$ cat src/rtl/word_byte_serializer.sv
// ============================================================================
// Module   : word_byte_serializer
// Brief    : Splits a word into bytes and hands them one at a time to a
//            byte-wide transmitter over a start/done handshake.
// Revision : 1.0
// ============================================================================
`default_nettype none

module word_byte_serializer #(
    parameter int WORD_SIZE = 32,
    parameter int BYTE_SIZE = 8,
    parameter bit MSB_FIRST = 1'b0
) (
    input  logic                 i_clk,
    input  logic                 i_reset_n,
    input  logic                 i_start,
    input  logic [WORD_SIZE-1:0] i_data,
    input  logic                 i_tx_done,
    output logic                 o_tx_start,
    output logic [BYTE_SIZE-1:0] o_tx_data,
    output logic                 o_busy,
    output logic                 o_done
);

    localparam int c_num_bytes = WORD_SIZE / BYTE_SIZE;
    localparam int c_cnt_w     = (c_num_bytes > 1) ? $clog2(c_num_bytes) : 1;
    localparam logic [c_cnt_w-1:0] c_last = c_cnt_w'(c_num_bytes - 1);

    typedef enum logic [1:0] {
        IDLE = 2'd0,
        SEND = 2'd1,
        WAIT = 2'd2,
        DONE = 2'd3
    } state_t;

    state_t               r_state;
    state_t               w_state_next;
    logic [WORD_SIZE-1:0] r_shift;
    logic [WORD_SIZE-1:0] w_shift_next;
    logic [WORD_SIZE-1:0] w_shifted;
    logic [c_cnt_w-1:0]   r_count;
    logic [c_cnt_w-1:0]   w_count_next;
    logic [BYTE_SIZE-1:0] w_emit_byte;

    // The shift always moves the next byte into the emitting end of the word.
    generate
        if (c_num_bytes == 1) begin : g_single
            assign w_shifted = r_shift;
        end else if (MSB_FIRST) begin : g_shift_msb
            assign w_shifted = {r_shift[WORD_SIZE-BYTE_SIZE-1:0], {BYTE_SIZE{1'b0}}};
        end else begin : g_shift_lsb
            assign w_shifted = {{BYTE_SIZE{1'b0}}, r_shift[WORD_SIZE-1:BYTE_SIZE]};
        end

        if (MSB_FIRST) begin : g_emit_msb
            assign w_emit_byte = w_shift_next[WORD_SIZE-1 -: BYTE_SIZE];
        end else begin : g_emit_lsb
            assign w_emit_byte = w_shift_next[BYTE_SIZE-1:0];
        end
    endgenerate

    always_comb begin
        w_state_next = r_state;
        w_shift_next = r_shift;
        w_count_next = r_count;
        case (r_state)
            IDLE: begin
                if (i_start) begin
                    w_shift_next = i_data;
                    w_count_next = '0;
                    w_state_next = SEND;
                end
            end
            SEND: w_state_next = WAIT;
            WAIT: begin
                if (i_tx_done) begin
                    if (r_count == c_last) begin
                        w_state_next = DONE;
                    end else begin
                        w_shift_next = w_shifted;
                        w_count_next = r_count + 1'b1;
                        w_state_next = SEND;
                    end
                end
            end
            DONE:    w_state_next = IDLE;
            default: w_state_next = IDLE;
        endcase
    end

    // Outputs are decoded from the next state so they line up with the
    // state they describe while still coming straight from flops.
    always_ff @(posedge i_clk or negedge i_reset_n) begin
        if (!i_reset_n) begin
            r_state    <= IDLE;
            r_shift    <= '0;
            r_count    <= '0;
            o_tx_start <= 1'b0;
            o_tx_data  <= '0;
            o_busy     <= 1'b0;
            o_done     <= 1'b0;
        end else begin
            r_state    <= w_state_next;
            r_shift    <= w_shift_next;
            r_count    <= w_count_next;
            o_tx_start <= (w_state_next == SEND);
            o_busy     <= (w_state_next != IDLE);
            o_done     <= (w_state_next == DONE);
            if (w_state_next == SEND) begin
                o_tx_data <= w_emit_byte;
            end
        end
    end

endmodule

`default_nettype wire
$ cat config.mk
export PLATFORM = sky130hd
export DESIGN_NAME = word_byte_serializer
export DESIGN_NICKNAME = d
export VERILOG_FILES = /design/src/rtl/word_byte_serializer.sv
export SDC_FILE = /design/constraint.sdc
export NUM_CORES = 1
export LEC_CHECK = 0
export CORE_ASPECT_RATIO = 0.8
export CORE_MARGIN = 1.5
export CORE_UTILIZATION = 45
export DETAILED_ROUTE_END_ITERATION = 10
export PLACE_DENSITY = 0.75
export SLEW_MARGIN = 20
export SYNTH_ARGS = -nofsm -noshare
export SYNTH_HDL_FRONTEND = slang
export SYNTH_SLANG_ARGS = --single-unit
export TNS_END_PERCENT = 100
$ cat constraint.sdc
create_clock -name i_clk -period 2.13 [get_ports i_clk]
set_input_delay 0.426 -clock i_clk [delete_from_list [all_inputs] [get_ports i_clk]]
set_output_delay 0.426 -clock i_clk [all_outputs]
set_load 0.01 [all_outputs]
==> results_dict.tcl, run 1 <==
set metrics [dict create \
    ys_ff_latch 39 \
    synth_fp_nets 180 \
    grt_pass1_wl_mm 5.65 \
    dp_slack_ns 0.142 \
    cts_htree_levels 2 \
    skew_ns 0.00557 \
    initial_core_util 0.485 \
    post_cts_resize_count 0 \
    cts.sinks 39 \
    synth.distinct_cells 24 \
    hold_path_class "in2async" \
    vias_per_cell 5.28 \
    synth_top_area_frac 0.568 \
    fmax_ghz 0.576 \
    tightestPinTransition_ns 0.825 \
    placementRows 19 \
    maxCapViolCount 0 \
    gp_congestion 0.762 \
    pin_count 47 \
    r2r_slack_ns 0.48 \
    clockBufferDepth 2 \
    synth.avg_cell_area_um2 12.1 \
    required_ns 2.36 \
    cp_top_family "buffers and inverters" \
    grt-ovfl-total 0 \
    critPathLaunchType "primary input" \
    relSlewSlack 0.450 \
    r2r-start "r_count[0]" \
    die_w_um 72.1 \
    grt_pass1_vias 1210 \
    n_antenna_cell 0 \
    critPathKind "in2reg" \
    fin_setup_tns_ns 0 \
    p_leak_uw 0.00113 \
    setup_violations 0 \
    fin_ws_ns 0.394 \
    crit_buf_inv 2 \
    period_needed_ns 1.74 \
    grtUsageTotal 0.179 \
    ys_warn_count 0 \
    fp.dieH_um 58.3 \
    io_buffer_count 46 \
    grt_max_degree 40 \
    core-area_mm2 0.00354 \
    rsz0062_at_grt "no" \
    area_growth_pct 35.4 \
    ir_drop_v 0.000711 \
    drive_above_1_share 0.0895 \
    die_area_mm2 0.00420 \
    clk_pin_slew_ns 0.07 \
    finalWirelength_mm 3.43 \
    numCtsBuffers 5 \
    cts_tree "done" \
    hold_viol_final 0 \
    final_util 0.657 \
    fin_crit_sh 0.815 \
    worst_r2r_endpoint "r_shift[10]" \
    rr_worst_depth 5 \
    drc 0 \
    slew_viol_final 0 \
    fin_area_mm2 0.00233 \
    cts-hold-fix-buffers 0 \
    cts_root_buf "clkbuf_8" \
    layout_common_cells "45 x clkdlybuf4s50_1, 39 x dfrtp_1, 24 x a22o_1" \
    path_depth 5 \
    hpwl_mm 2.52 \
    num_vias 1226 \
    cp_slowest_cell "clkdlybuf4s50_1" \
    cts_setup_buffers 0 \
    dr.pass1.iters 4 \
    ant_nets 0 \
    layout_commonest_cell "clkdlybuf4s50_1" \
    status "complete, no violations" \
    crit_path_max_fanout 17 \
    p_per_area_mw_per_mm2 1320 \
    place_area_mm2 0.00220 \
    synth_largest_area_cell "dfrtp_1" \
    critPathMaxStageDelay_ns 0.55 \
    holdWs_ns 0.238 \
    netlist_area_mm2 0.00172 \
    path_cells "clkdlybuf4s50_1 > nor3b_4 > buf_4 > a22o_1 > a21o_1" \
    antenna_found_initial 0 \
    synth_cells 142 \
    crit_arrival_ns 1.96 \
    synth_area_leaders "dfrtp_1 57%, a22o_1 12%, a21o_1 7.4%" \
    final_nets 227 \
    wire_per_inst_um 14.8 \
    yosysSeqAreaShare 0.568 \
    drt_iter0_markers 91 \
    endpoint_kind "flop" \
    clk_latency_ns 0.28 \
]
## logic make-up after synthesis
family                     after synthesis  synth area share
AOI/OAI and AO/OA                       63             0.276
and+or+nand+nor                         13            0.0553
DFF                                     39             0.568
muxes                                    2            0.0116
adders and majority gates                2            0.0146
buffers and inverters                   23            0.0750
## sequential cells by signal, summed over array words and instances, names as in the netlist
register and cells:
r_count 2, o_tx_start 1, o_tx_data 8, r_state 2
o_busy 1, r_shift 24, o_done 1
## how the worst max path moves through the flow
stage                          start          end  slack [ns]
after floorplan           r_count[0]  r_shift[27]        0.56
after global placement       i_start  r_shift[15]        0.22
after detailed placement     i_start  r_shift[22]        0.14
after CTS                    i_start  r_shift[22]        0.43
after global routing         i_start  r_shift[20]        0.34
final                        i_start  r_shift[18]        0.39
## per-stage QoR
stage	instances	power [µW]
finish	232	3070
CTS	232	3090
floorplan	142	1990
global placement	224	2310
global route	232	3260
detailed placement	224	2370
## power breakdown
group / leakage, µW / switching [µW] / total [µW] / internal, µW
clock: 0.0000654 / 244 / 712 / 468
sequential: 0.000488 / 232 / 1310 / 1070
combinational: 0.000576 / 457 / 1050 / 594
total: 0.00113 / 932 / 3070 / 2140
## synth_stat cells (all sizes together)
| library cell | instances |
|---|---|
| a21o | 17 |
| a21oi | 1 |
| a22o | 24 |
| a22oi | 7 |
| a32o | 1 |
| and3 | 1 |
| buf | 11 |
| dfrtp | 39 |
| ha | 2 |
| inv | 12 |
| mux2i | 2 |
| nand2b | 1 |
| nor2 | 5 |
| nor2b | 2 |
| nor3 | 1 |
| nor3b | 1 |
| nor4bb | 2 |
| o2111ai | 1 |
| o21ai | 12 |
## per-layer routing
| layer | global-route usage | up-vias | routed length, µm |
|---|---|---|---|
| li1 | - | 615 | - |
| met1 | 0.242 | 570 | 1680 |
| met2 | 0.276 | 38 | 1530 |
| met3 | 0.0574 | 3 | 191 |
| met4 | 0.0566 | 0 | 22 |
| met5 | 0 | - | 0 |
## area by class of cell
class	count	area [µm²]
Clock inverter	2	60.1
Inverter	12	45.0
Fill cell	258	1210
Tap cell	42	52.6
Timing Repair Buffer	51	493
Sequential cell	39	976
Clock buffer	6	72.6
Multi-Input combinational cell	80	629
Note: power is estimated with default switching activity, not from simulation.
==> run 2: changes to the inputs <==
- clock period: 2.13 -> 1.8 ns (I/O delays scaled with it)
==> run 2 against run 1 <==
Final cell count grew 1.3%; sequential share of layout area is 0.29 points higher; wire length up 6.3%; critical path type is now reg2reg; critical endpoint is now r_shift[16]; largest cell class unchanged.
==> results_dict.tcl, run 2 (synthesis results as in run 1) <==
set metrics [dict create \
    fp.dieH_um 58.3 \
    core-area_mm2 0.00354 \
    initial_core_util 0.485 \
    area_growth_pct 34.5 \
    seqPwrFrac 0.463 \
    gp_congestion 0.762 \
    p_clk_frac 0.165 \
    relSlewSlack 0.663 \
    place_area_mm2 0.00223 \
    wire_per_inst_um 15.5 \
    drive_above_1_share 0.0984 \
    cts_htree_levels 2 \
    r2r-start "r_count[0]" \
    p_per_area_mw_per_mm2 1460 \
    numCtsBuffers 5 \
    hpwl_mm 2.78 \
    layout_commonest_cell "clkdlybuf4s50_1" \
    crit_path_max_fanout 10 \
    status "complete, no violations" \
    io_buffer_count 46 \
    rr_worst_depth 5 \
    fmax_ghz 0.598 \
    finalWirelength_mm 3.65 \
    cts_root_buf "clkbuf_8" \
    combinationalPowerShare 0.372 \
    final.fill_count 289 \
    placementRows 19 \
    final_nets 230 \
    cts.sinks 39 \
    grt_pass1_vias 1358 \
    cts_setup_buffers 0 \
    largest_register_ffs 24 \
    maxCapViolCount 0 \
    p_sw_uw 1120 \
    dp_slack_ns -0.00466 \
    antenna_found_initial 0 \
    ant_nets 0 \
    r2r_slack_ns 0.13 \
    drt_iter0_markers 116 \
    critPathKind "reg2reg" \
    sw_frac_of_total 0.332 \
    fin_ws_ns 0.129 \
    hold_path_class "in2async" \
    ir_drop_v 0.000763 \
    critPathLaunchType "flop" \
    layout_common_cells "45 x clkdlybuf4s50_1, 39 x dfrtp_1, 24 x a22o_1" \
    period_needed_ns 1.67 \
    hold_viol_final 0 \
    grt_pass1_wl_mm 6.25 \
    clk_pin_slew_ns 0.07 \
    die_area_mm2 0.00420 \
    skew_ns 0.00856 \
    post_cts_resize_count 0 \
    tightestPinTransition_ns 0.505 \
    fin_area_mm2 0.00231 \
    required_ns 2.03 \
    reg_top3 "r_shift: 24 flops, o_tx_data: 8 flops" \
    n_antenna_cell 0 \
    clockBufferDepth 2 \
    vias_per_cell 5.51 \
    cts-hold-fix-buffers 0 \
    setup_violations 0 \
    p_leak_uw 0.00112 \
    crit_arrival_ns 1.90 \
    num_vias 1294 \
    rsz0062_at_grt "no" \
    endpoint_kind "flop" \
    worst_r2r_endpoint "r_shift[16]" \
    die_w_um 72.1 \
    grt-ovfl-total 0 \
    clk_latency_ns 0.29 \
    top_register "r_shift" \
    grtUsageTotal 0.196 \
    fin_crit_sh 0.929 \
    grt_max_degree 25 \
    cts_tree "done" \
    slew_viol_final 0 \
    intPower_uw 2250 \
    dr.pass1.iters 4 \
    pin_count 47 \
    drc 0 \
]
-- run 2: power by group through the flow --
| stage | Sequential [µW] | Clock [µW] | Combinational [µW] |
|---|---|---|---|
| after global placement | 1540 | 0 | 1210 |
| after floorplan | 1500 | 0 | 856 |
| after detailed placement | 1570 | 0 | 1260 |
| after CTS | 1550 | 571 | 1270 |
| final | 1560 | 556 | 1250 |
| after global routing | 1610 | 610 | 1390 |
-- run 2: layer usage --
layer,up-vias,routed length [µm],GRT usage
li1,619,-,-
met1,618,1630,0.262
met2,52,1740,0.319
met3,5,228,0.0400
met4,0,48,0.0782
met5,-,0,0
-- run 2: worst max-delay path, stage by stage (launching register included) --
cell and delay [ns]:
dfrtp_1 0.44, ha_1 0.29, nor4bb_4 0.41, buf_4 0.24, a22o_1 0.15, a21o_1 0.09
-- run 2: through the flow --
| stage | utilization | TNS (ns) | power, µW | hold WS (ns) | std cells |
|---|---|---|---|---|---|
| after floorplan | - | 0 | 2360 | 0.0644 | 142 |
| after global placement | 0.630 | 0 | 2750 | 0.327 | 227 |
| after detailed placement | 0.630 | -0.00466 | 2830 | 0.333 | 227 |
| after CTS | 0.653 | 0 | 3400 | 0.0159 | 235 |
| after global routing | 0.653 | 0 | 3610 | 0.0305 | 235 |
| final | 0.653 | 0 | 3370 | 0.00925 | 235 |
-- run 2: cell type report --
| type | count | area, µm² | area share |
|---|---|---|---|
| Clock inverter | 1 | 5.00 | 0.00216 |
| Sequential cell | 39 | 976 | 0.422 |
| Tap cell | 42 | 52.6 | 0.0227 |
| Inverter | 12 | 45.0 | 0.0195 |
| Clock buffer | 7 | 76.3 | 0.0330 |
| Timing Repair Buffer | 54 | 528 | 0.228 |
| Multi-Input combinational cell | 80 | 629 | 0.272 |
-- run 2: worst max-delay path by stage --
stage	from	endpoint	slack (ns)	cells past startpoint
after global placement	i_tx_done	r_shift[19]	0.03	5
after floorplan	r_count[0]	r_shift[27]	0.23	6
final	r_count[0]	r_shift[16]	0.13	5
after global routing	r_count[0]	r_shift[16]	0.02	5
after detailed placement	i_tx_done	r_shift[16]	-0.005	5
after CTS	r_count[0]	r_shift[16]	0.12	5
